File: config.mk
export PLATFORM = sky130hd
export DESIGN_NAME = usb_rx
export DESIGN_NICKNAME = d
export VERILOG_FILES = /design/src/rtl/usb_rx.sv
export SDC_FILE = /design/constraint.sdc
export NUM_CORES = 1
export LEC_CHECK = 0
export BUFFER_PORTS_ARGS = -buffer_cell sky130_fd_sc_hd__buf_2
export CAP_MARGIN = 20
export CELL_PAD_IN_SITES_DETAIL_PLACEMENT = 2
export CELL_PAD_IN_SITES_GLOBAL_PLACEMENT = 2
export CORE_ASPECT_RATIO = 1.2
export CORE_MARGIN = 3
export CORE_UTILIZATION = 30
export CTS_CLUSTER_SIZE = 16
export DETAILED_ROUTE_END_ITERATION = 10
export PLACE_DENSITY = 0.66
export SYNTH_ARGS = -nofsm -noshare
export SYNTH_HDL_FRONTEND = slang
export SYNTH_SLANG_ARGS = --single-unit
export TNS_END_PERCENT = 20
File: constraint.sdc
create_clock -name clk -period 4.6 [get_ports clk]
set_clock_uncertainty 0.1 [all_clocks]
set_input_delay 0.69 -clock clk [delete_from_list [all_inputs] [get_ports clk]]
set_output_delay 0.69 -clock clk [all_outputs]
set_load 0.005 [all_outputs]
File: src/rtl/usb_rx.sv
// usb_rx -- low-speed USB receive path.
// Recovers bit timing from line transitions, NRZI-decodes J/K samples,
// detects SYNC, removes stuffed bits, assembles bytes LSB first and
// handles EOP and abort conditions.
// Optional feature: define USB_RX_STUFF_CHECK_EN to flag a stuffed bit
// that decodes as 1 (rx_error pulse, packet aborted).

module usb_rx #(
  parameter int CLKS_PER_BIT = 16
) (
  input  logic       clk,
  input  logic       reset,
  input  logic [1:0] line_state,
  output logic [7:0] rx_data,
  output logic       rx_active,
  output logic       rx_valid,
  output logic       rx_error
);

  localparam int PW = (CLKS_PER_BIT > 1) ? $clog2(CLKS_PER_BIT) : 1;
  localparam logic [PW-1:0] PH_SAMPLE = PW'(CLKS_PER_BIT / 2 - 1);
  localparam logic [PW-1:0] PH_LAST   = PW'(CLKS_PER_BIT - 1);

  localparam logic [1:0] LS_SE0 = 2'b00;
  localparam logic [1:0] LS_J   = 2'b01;
  localparam logic [1:0] LS_K   = 2'b10;
  localparam logic [1:0] LS_SE1 = 2'b11;

  localparam logic [2:0] ST_IDLE  = 3'd0;
  localparam logic [2:0] ST_SYNC  = 3'd1;
  localparam logic [2:0] ST_DATA  = 3'd2;
  localparam logic [2:0] ST_EOP   = 3'd3;
  localparam logic [2:0] ST_ABORT = 3'd4;

  // Bit-timing recovery
  logic [1:0]    ls_q;
  logic [PW-1:0] phase_q, phase_d;
  logic          line_change;
  logic          sample;

  // Receive state machine
  logic [2:0] state_q, state_d;
  logic [1:0] prev_q, prev_d;        // level of the previous J/K sample
  logic [2:0] cnt_q, cnt_d;          // SYNC zero run / ABORT J run
  logic [2:0] ones_q, ones_d;        // consecutive decoded 1s in DATA
  logic [2:0] bit_cnt_q, bit_cnt_d;  // bits of the current byte
  logic [7:0] shift_q, shift_d;
  logic       se0_seen_q, se0_seen_d;
  logic [7:0] rx_data_q, rx_data_d;
  logic       rx_active_q, rx_active_d;
  logic       rx_valid_q, rx_valid_d;
  logic       rx_error_q, rx_error_d;
  logic       bit_one;

  assign line_change = (line_state != ls_q);
  assign sample      = (phase_q == PH_SAMPLE);
  // NRZI: an unchanged level decodes as 1, a changed level as 0.
  assign bit_one     = (line_state == prev_q);

  // Phase counter: restart on every line transition, otherwise wrap.
  always_comb begin
    if (line_change || (phase_q == PH_LAST)) phase_d = '0;
    else                                     phase_d = phase_q + 1'b1;
  end

  // Next-state and output decisions, evaluated once per bit at the sample point.
  always_comb begin
    // NOTE: every variable gets its hold value first so no path leaves it
    // unassigned; a missing default here would infer a latch.
    state_d     = state_q;
    prev_d      = prev_q;
    cnt_d       = cnt_q;
    ones_d      = ones_q;
    bit_cnt_d   = bit_cnt_q;
    shift_d     = shift_q;
    se0_seen_d  = se0_seen_q;
    rx_data_d   = rx_data_q;
    rx_active_d = rx_active_q;
    rx_valid_d  = 1'b0;
    rx_error_d  = 1'b0;

    if (sample) begin
      case (state_q)
        ST_IDLE: begin
          // The first K is itself the first decoded 0 of SYNC.
          if (line_state == LS_K) begin
            state_d = ST_SYNC;
            prev_d  = LS_K;
            cnt_d   = 3'd1;
          end
        end

        ST_SYNC: begin
          case (line_state)
            LS_J, LS_K: begin
              if (!bit_one) begin
                prev_d = line_state;
                if (cnt_q != 3'd7) cnt_d = cnt_q + 3'd1;
              end else if (cnt_q >= 3'd5) begin
                state_d     = ST_DATA;
                prev_d      = line_state;
                rx_active_d = 1'b1;
                ones_d      = 3'd0;
                bit_cnt_d   = 3'd0;
              end else begin
                state_d = ST_IDLE;
                prev_d  = LS_J;
              end
            end
            default: begin
              state_d = ST_IDLE;
              prev_d  = LS_J;
            end
          endcase
        end

        ST_DATA: begin
          case (line_state)
            LS_J, LS_K: begin
              prev_d = line_state;
              if (ones_q == 3'd6) begin
                // Stuffed bit: dropped, restarts the ones run.
                ones_d = 3'd0;
`ifdef USB_RX_STUFF_CHECK_EN
                if (bit_one) begin
                  rx_error_d = 1'b1;
                  state_d    = ST_ABORT;
                  cnt_d      = 3'd0;
                  se0_seen_d = 1'b0;
                end
`else
                // Dropped whatever its value.
`endif
              end else begin
                shift_d   = {bit_one, shift_q[7:1]};
                bit_cnt_d = bit_cnt_q + 3'd1;
                ones_d    = bit_one ? ones_q + 3'd1 : 3'd0;
                if (bit_cnt_q == 3'd7) begin
                  rx_data_d  = shift_d;
                  rx_valid_d = 1'b1;
                end
              end
            end
            LS_SE0: begin
              state_d = ST_EOP;
              // A partial byte at EOP is reported, never delivered.
              if (bit_cnt_q != 3'd0) rx_error_d = 1'b1;
            end
            default: begin
              rx_error_d = 1'b1;
              state_d    = ST_ABORT;
              cnt_d      = 3'd0;
              se0_seen_d = 1'b0;
            end
          endcase
        end

        ST_EOP: begin
          case (line_state)
            LS_J: begin
              state_d     = ST_IDLE;
              prev_d      = LS_J;
              rx_active_d = 1'b0;
            end
            LS_SE0: ;
            default: begin
              rx_error_d = 1'b1;
              state_d    = ST_ABORT;
              cnt_d      = 3'd0;
              se0_seen_d = 1'b0;
            end
          endcase
        end

        ST_ABORT: begin
          // Leave on SE0 followed by J, or on a run of eight J samples.
          case (line_state)
            LS_SE0: begin
              se0_seen_d = 1'b1;
              cnt_d      = 3'd0;
            end
            LS_J: begin
              if (se0_seen_q || (cnt_q == 3'd7)) begin
                state_d     = ST_IDLE;
                prev_d      = LS_J;
                rx_active_d = 1'b0;
                cnt_d       = 3'd0;
                se0_seen_d  = 1'b0;
              end else begin
                cnt_d = cnt_q + 3'd1;
              end
            end
            default: begin
              cnt_d      = 3'd0;
              se0_seen_d = 1'b0;
            end
          endcase
        end

        default: begin
          state_d = ST_IDLE;
          prev_d  = LS_J;
        end
      endcase
    end
  end

  // State registers with asynchronous active-low reset.
  always_ff @(posedge clk or negedge reset) begin
    // NOTE: the datapath registers (shift, rx_data) are reset along with the
    // control state, so an abandoned packet leaves nothing behind.
    if (!reset) begin
      ls_q        <= LS_J;
      phase_q     <= '0;
      state_q     <= ST_IDLE;
      prev_q      <= LS_J;
      cnt_q       <= 3'd0;
      ones_q      <= 3'd0;
      bit_cnt_q   <= 3'd0;
      shift_q     <= 8'h00;
      se0_seen_q  <= 1'b0;
      rx_data_q   <= 8'h00;
      rx_active_q <= 1'b0;
      rx_valid_q  <= 1'b0;
      rx_error_q  <= 1'b0;
    end else begin
      // NOTE: non-blocking assignments so every register samples the values
      // from before this edge, independent of statement order.
      ls_q        <= line_state;
      phase_q     <= phase_d;
      state_q     <= state_d;
      prev_q      <= prev_d;
      cnt_q       <= cnt_d;
      ones_q      <= ones_d;
      bit_cnt_q   <= bit_cnt_d;
      shift_q     <= shift_d;
      se0_seen_q  <= se0_seen_d;
      rx_data_q   <= rx_data_d;
      rx_active_q <= rx_active_d;
      rx_valid_q  <= rx_valid_d;
      rx_error_q  <= rx_error_d;
    end
  end

  assign rx_data   = rx_data_q;
  assign rx_active = rx_active_q;
  assign rx_valid  = rx_valid_q;
  assign rx_error  = rx_error_q;

endmodule

# Word level (Yosys, flattened, before mapping)
# Cells that the tools add are included.
totals:
  output_inout_bits: 11
  wordCells: 129
  ff_bits: 40
classes:
  bitwise: 1
  mux: 58
  n_addsub: 4
  eq_ne: 31
  n_lt_le_gt_ge: 1
  n_reduce_logical: 21
op_table:
  columns: ["op", "n"]
  rows:
  - ["3-bit two-way mux", 20]
  - ["3-bit one-hot mux with 5 select lines", 2]
  - ["2-bit != test, second input constant", 14]
  - ["3-bit one-hot mux with 2 select lines", 4]
  - ["2-bit two-way mux", 9]
  - ["1-bit two-way mux", 16]
  - ["8-bit AND reduction", 2]
  - ["7-bit AND reduction", 2]
  - ["3-bit == test, second input constant", 4]
  - ["6-bit AND reduction", 2]
  - ["2-bit one-hot mux with 5 select lines", 1]
  - ["5-bit AND reduction", 2]
  - ["3-bit by 1-bit adder with 3-bit output, second input constant", 3]
  - ["3-bit != test, second input constant", 3]
  - ["3-bit nonzero test", 3]
  - ["3-bit by 2-bit == test with 1-bit output, second input constant", 2]
  - ["1-bit one-hot mux with 2 select lines", 3]
  - ["1-bit one-hot mux with 3 select lines", 2]
  - ["5-bit nonzero test", 1]
  - ["4-bit by 1-bit adder with 4-bit output, second input constant", 1]
  - ["4-bit by 3-bit == test with 1-bit output, second input constant", 1]
  - ["4-bit == test, second input constant", 1]
  - ["4-bit two-way mux", 1]
  - ["4-bit AND reduction", 1]
  - ["14 further kinds", 16]

# Logic depth before layout (Yosys ltp)
logic_depth:
  ltp_word: 6
  depth_mapped: 8

# Worst setup path before layout
# OpenSTA, ideal clock, no wires.
synth_path:
  kind: "in2reg"
  startpoint: "input port line_state[0]"
  endpoint: "register state_q[0]"
  setup_slack_ps: 2266
  setup_ps: 64
  arrival_time_ps: 2169
  n_path_buf: 1
  cell_stages: 8
  path_cell_list: "buf_2 -> inv_1 -> ha_1 -> mux2_2 -> nand3_1 -> o311ai_4 -> a2111oi_2 -> a21o_1"
synth_between:
  elab_chain_len: 4
  word_cells_on_any_way: 14
  classes_between: "eq/ne (8); mux (3); reduce/logical (3)"
synth_lines:
  columns: ["element", "line_no", "text"]
  rows:
  - ["start, declared", "13", "input logic [1:0] line_state,"]
  - ["2-bit == test or 2-bit by 1-bit == test with 1-bit output (tied branches)", null, null]
  - ["2-bit OR reduction", "94, 118", null]
  - ["3-bit one-hot mux with 2 select lines, or another cell as far along", "118", "case (line_state)"]
  - ["3-bit one-hot mux with 5 select lines or 7-bit AND reduction (tied branches)", null, null]
  - ["end signal, assigned", "231", "state_q <= state_d;"]
  - ["end, declared", "42", "logic [2:0] state_q, state_d;"]
# Parallel ways exist; a longest one is shown, timed or not.
# A chain may end at the register's enable or synchronous reset.

# Final worst setup path
layout_path:
  startpoint: "register state_q[1]"
  endpoint: "register rx_data_q[6], in the netlist rx_data[6]"
layout_between:
  elab_chain_len: 2
layout_lines:
  columns: ["element", "line_no", "text"]
  rows:
  - ["3-bit by 2-bit == test with 1-bit output", "83", "case (state_q)"]
  - ["5-bit AND reduction (no source line)", null, null]
  - ["end signal, assigned", "238", "rx_data_q <= rx_data_d;"]
  - ["end, declared", "49", "logic [7:0] rx_data_q, rx_data_d;"]
# No other way between the ends.

==> impl_metrics.json <==
{
  "status": "completed",
  "post-route-period-util_pct": 56.9,
  "synth_seq_area_share_pct": 45.6,
  "drc": 0,
  "synthTopCellsByArea": "sky130_fd_sc_hd__dfrtp_1 (43%), sky130_fd_sc_hd__ha_1 (7.6%), sky130_fd_sc_hd__mux2_2 (5.8%)",
  "insertedDiodeCount": 0,
  "cts_root_buffer": "sky130_fd_sc_hd__clkbuf_8",
  "ys_seq_elements": 39,
  "row_count": 33,
  "path_clk_slew_ns": 0.08,
  "min_delay_path_depth": 1,
  "gr-total-overflow": 0,
  "power.ir.vdd_worst_mv": 0.128,
  "tritoncts_clock_tree": "yes",
  "fillCellCount": 766,
  "worstPathMaxFanout": 19,
  "design.die.area_sq_um": 8200,
  "totalWireLength_um": 5330,
  "critical_path_class": "flip-flop to flip-flop",
  "maxCapViolCount": 0,
  "clock_tree.buffer_depth": 2,
  "final_max_slew_viol_count": 0,
  "post-cts-setup-buffer-count": 0,
  "postSynthCellCount": 211,
  "timing.reg2reg.setup_slack_ns": 1.98,
  "final_layout_size_suffix_gt1_share_pct": 20.0,
  "dpl-instance-area_sq_um": 2280,
  "clk-insertion-delay-late_ns": 0.29,
  "groute.usage.overall_pct": 14.0,
  "wl_per_cell_um": 17.1,
  "slowest_stage": "sky130_fd_sc_hd__dfrtp_1",
  "crit_path_end_kind": "flip-flop",
  "cell_with_the_most_instances_after_synthesis": "sky130_fd_sc_hd__dfrtp_1",
  "yosys_warnings": 0,
  "critical_path.reg2reg.startpoint": "state_q[1]$_DFFE_PN0P_",
  "leakagePower_nw": 1.14,
  "post-route-cell-area_sq_um": 2410,
  "grt_start_max_net_pins": 40,
  "place.gp.congestion": 0.786,
  "yosys_most_used_dff": "sky130_fd_sc_hd__dfrtp_1",
  "port_buffers": 14,
  "drt-pass1-iter-count": 4,
  "worst_ep_arrival_time_ns": 2.70,
  "grt_pass1_vias": 1806,
  "drt-vias-per-instance": 5.13,
  "cts.htree.levels": 2,
  "max_clock_freq_mhz": 382,
  "grt_pass1_wl_um": 9320,
  "area_growth_pct": 12.4,
  "ff_latch_area_sq_um": 978,
  "die_width_um": 83.2,
  "cts_num_sinks": 39,
  "worst_path_largest_cell_delay_ns": 0.82,
  "detail-route-antenna-nets": 0,
  "yosysUniqueCellTypes": 48,
  "syn_area_per_cell_sq_um": 10.2,
  "design.final.nets": 241,
  "hold_path.class": "flip-flop to flip-flop",
  "chipHeight_um": 98.6,
  "multi_input_comb_area_sq_um": 1070,
  "detailed_place_hpwl_um": 3800,
  "synth-async-reset-ratio_pct": 100,
  "crit_required_ns": 4.68,
  "worst_r2r_path_depth": 5,
  "vias": 1601,
  "grt_setup_unrepaired": "false",
  "floorplan.initialDensity_pct": 31.1,
  "timing.critical_path.from": "state_q[1]$_DFFE_PN0P_",
  "final_period_minus_worst_setup_slack_ns": 2.62,
  "floorplan.core_area_sq_um": 6900,
  "p_per_area_nw_per_um2": 314,
  "post-layout-total-power_w": 0.000758,
  "synth_top_cells_by_count": "sky130_fd_sc_hd__dfrtp_1 (37), sky130_fd_sc_hd__nand2_1 (31), sky130_fd_sc_hd__nor2_1 (16), sky130_fd_sc_hd__inv_1 (14), sky130_fd_sc_hd__ha_1 (13)",
  "cts_hold_buffers": 0,
  "mappedNetlistArea_sq_um": 2140,
  "crit_chain": "nand2b_4 -> a211oi_2 -> and3_1 -> nand2_2 -> mux2_2",
  "worst-slew-pin-transition_ns": 0.903,
  "setup_viol": 0,
  "launching_element_type_of_the_critical_path": "flip-flop",
  "syn_nets": 228,
  "numCtsBuffers": 5,
  "setup-tns-final_ns": 0,
  "top_level_ports": 15,
  "hp-start": "phase_q[0]$_DFF_PN0_",
  "worst_slew_margin_rel_pct": 39.8,
  "synth_enable_flop_cells": 0,
  "synthDominantCellAreaShare_pct": 43.2,
  "hold_viol_final": 0,
  "synthDominantAreaCellType": "sky130_fd_sc_hd__dfrtp_1",
  "drtIter0Drc": 48,
  "grt_antenna_before_repair": 0,
  "post_cts_resize_count": 0
}
kinds of logic (layout without fill, tap and decap cells):
group                    after synthesis  in the layout  synth area share, %
XOR/XNOR                               8              8                 3.27
multiplexers                          12             12                 6.30
adder cells (fa/ha/maj)               13             13                 7.58
AO/OA/AOI/OAI                         45             45                 16.7
AND/OR/NAND/NOR                       72             72                 15.9
flip-flops                            39             39                 45.6
buffers and inverters                 22             36                 4.61
critical path, delay by kind of cell (launching register included):
kind               cells  cell delay, ns
DFF                    1            0.82
AOI/OAI and AO/OA      1            0.36
and+or+nand+nor        3            0.90
muxes                  1            0.33
stage by stage:
step                util (%)  setup WS [ns]  std cells  hold WS, ns
global route            34.9           1.73        312        0.387
CTS                     34.9           1.96        312        0.371
finish                  34.9           1.98        312        0.364
global placement        33.0           1.88        304        0.352
detailed placement      33.0           1.84        304        0.360
floorplan                  -           2.27        211        0.294
metal layers:
metal	vias up	routed length, um	global-route usage [%]
met3	9	135	2.93
li1	761	-	-
met4	0	73	4.28
met5	-	0	0
met1	812	2390	17.8
met2	19	2720	23.9
layout make-up:
class,count,area share [%]
clock inverters,2,2.49
clock buffers,6,3.01
well taps,87,4.52
repair buffers,14,2.91
multi-input cells,150,44.3
flip-flops and latches,39,40.6
inverters,14,2.18
power breakdown:
group	internal [W]	switching (W)	leakage, nW
clock network	0.000217	0.000124	0.0654
logic	0.0000194	0.0000399	0.550
registers	0.000348	0.00000974	0.528
layout by cell type (no fill, tap or decap), types with 2 or more instances in the layout:
master,instances
sky130_fd_sc_hd__dfrtp_1,37
sky130_fd_sc_hd__nand2_1,31
sky130_fd_sc_hd__nor2_1,16
sky130_fd_sc_hd__inv_1,14
sky130_fd_sc_hd__buf_2,14
sky130_fd_sc_hd__ha_1,13
sky130_fd_sc_hd__o21ai_0,12
sky130_fd_sc_hd__mux2_2,11
sky130_fd_sc_hd__a21oi_1,6
sky130_fd_sc_hd__nand3_1,6
sky130_fd_sc_hd__xnor2_1,5
sky130_fd_sc_hd__nand2b_1,5
sky130_fd_sc_hd__o41ai_1,5
sky130_fd_sc_hd__clkbuf_8,5
sky130_fd_sc_hd__xor2_1,3
sky130_fd_sc_hd__a21o_1,3
sky130_fd_sc_hd__nor3_1,2
sky130_fd_sc_hd__a2111oi_2,2
sky130_fd_sc_hd__nor2b_1,2
sky130_fd_sc_hd__a22o_1,2
sky130_fd_sc_hd__a31oi_1,2
sky130_fd_sc_hd__bufinv_16,2
sky130_fd_sc_hd__dfstp_2,2
final timing paths:
path                                           to
max in group asynchronous  state_q[1]$_DFFE_PN0P_
max                        rx_data[6]$_DFFE_PN0P_
min                          phase_q[0]$_DFF_PN0_
min in group asynchronous    phase_q[0]$_DFF_PN0_
max reg2reg                rx_data[6]$_DFFE_PN0P_
min reg2reg                  phase_q[0]$_DFF_PN0_
flip-flops by register name, summed over array words and instances, names as in the netlist, 2 cells and up:
name	flops
phase_q	4
ones_q	3
shift_q	7
rx_data	8
ls_q	2
state_q	3
cnt_q	3
bit_cnt_q	3
prev_q	2
Note: power is estimated with default switching activity, not from simulation.
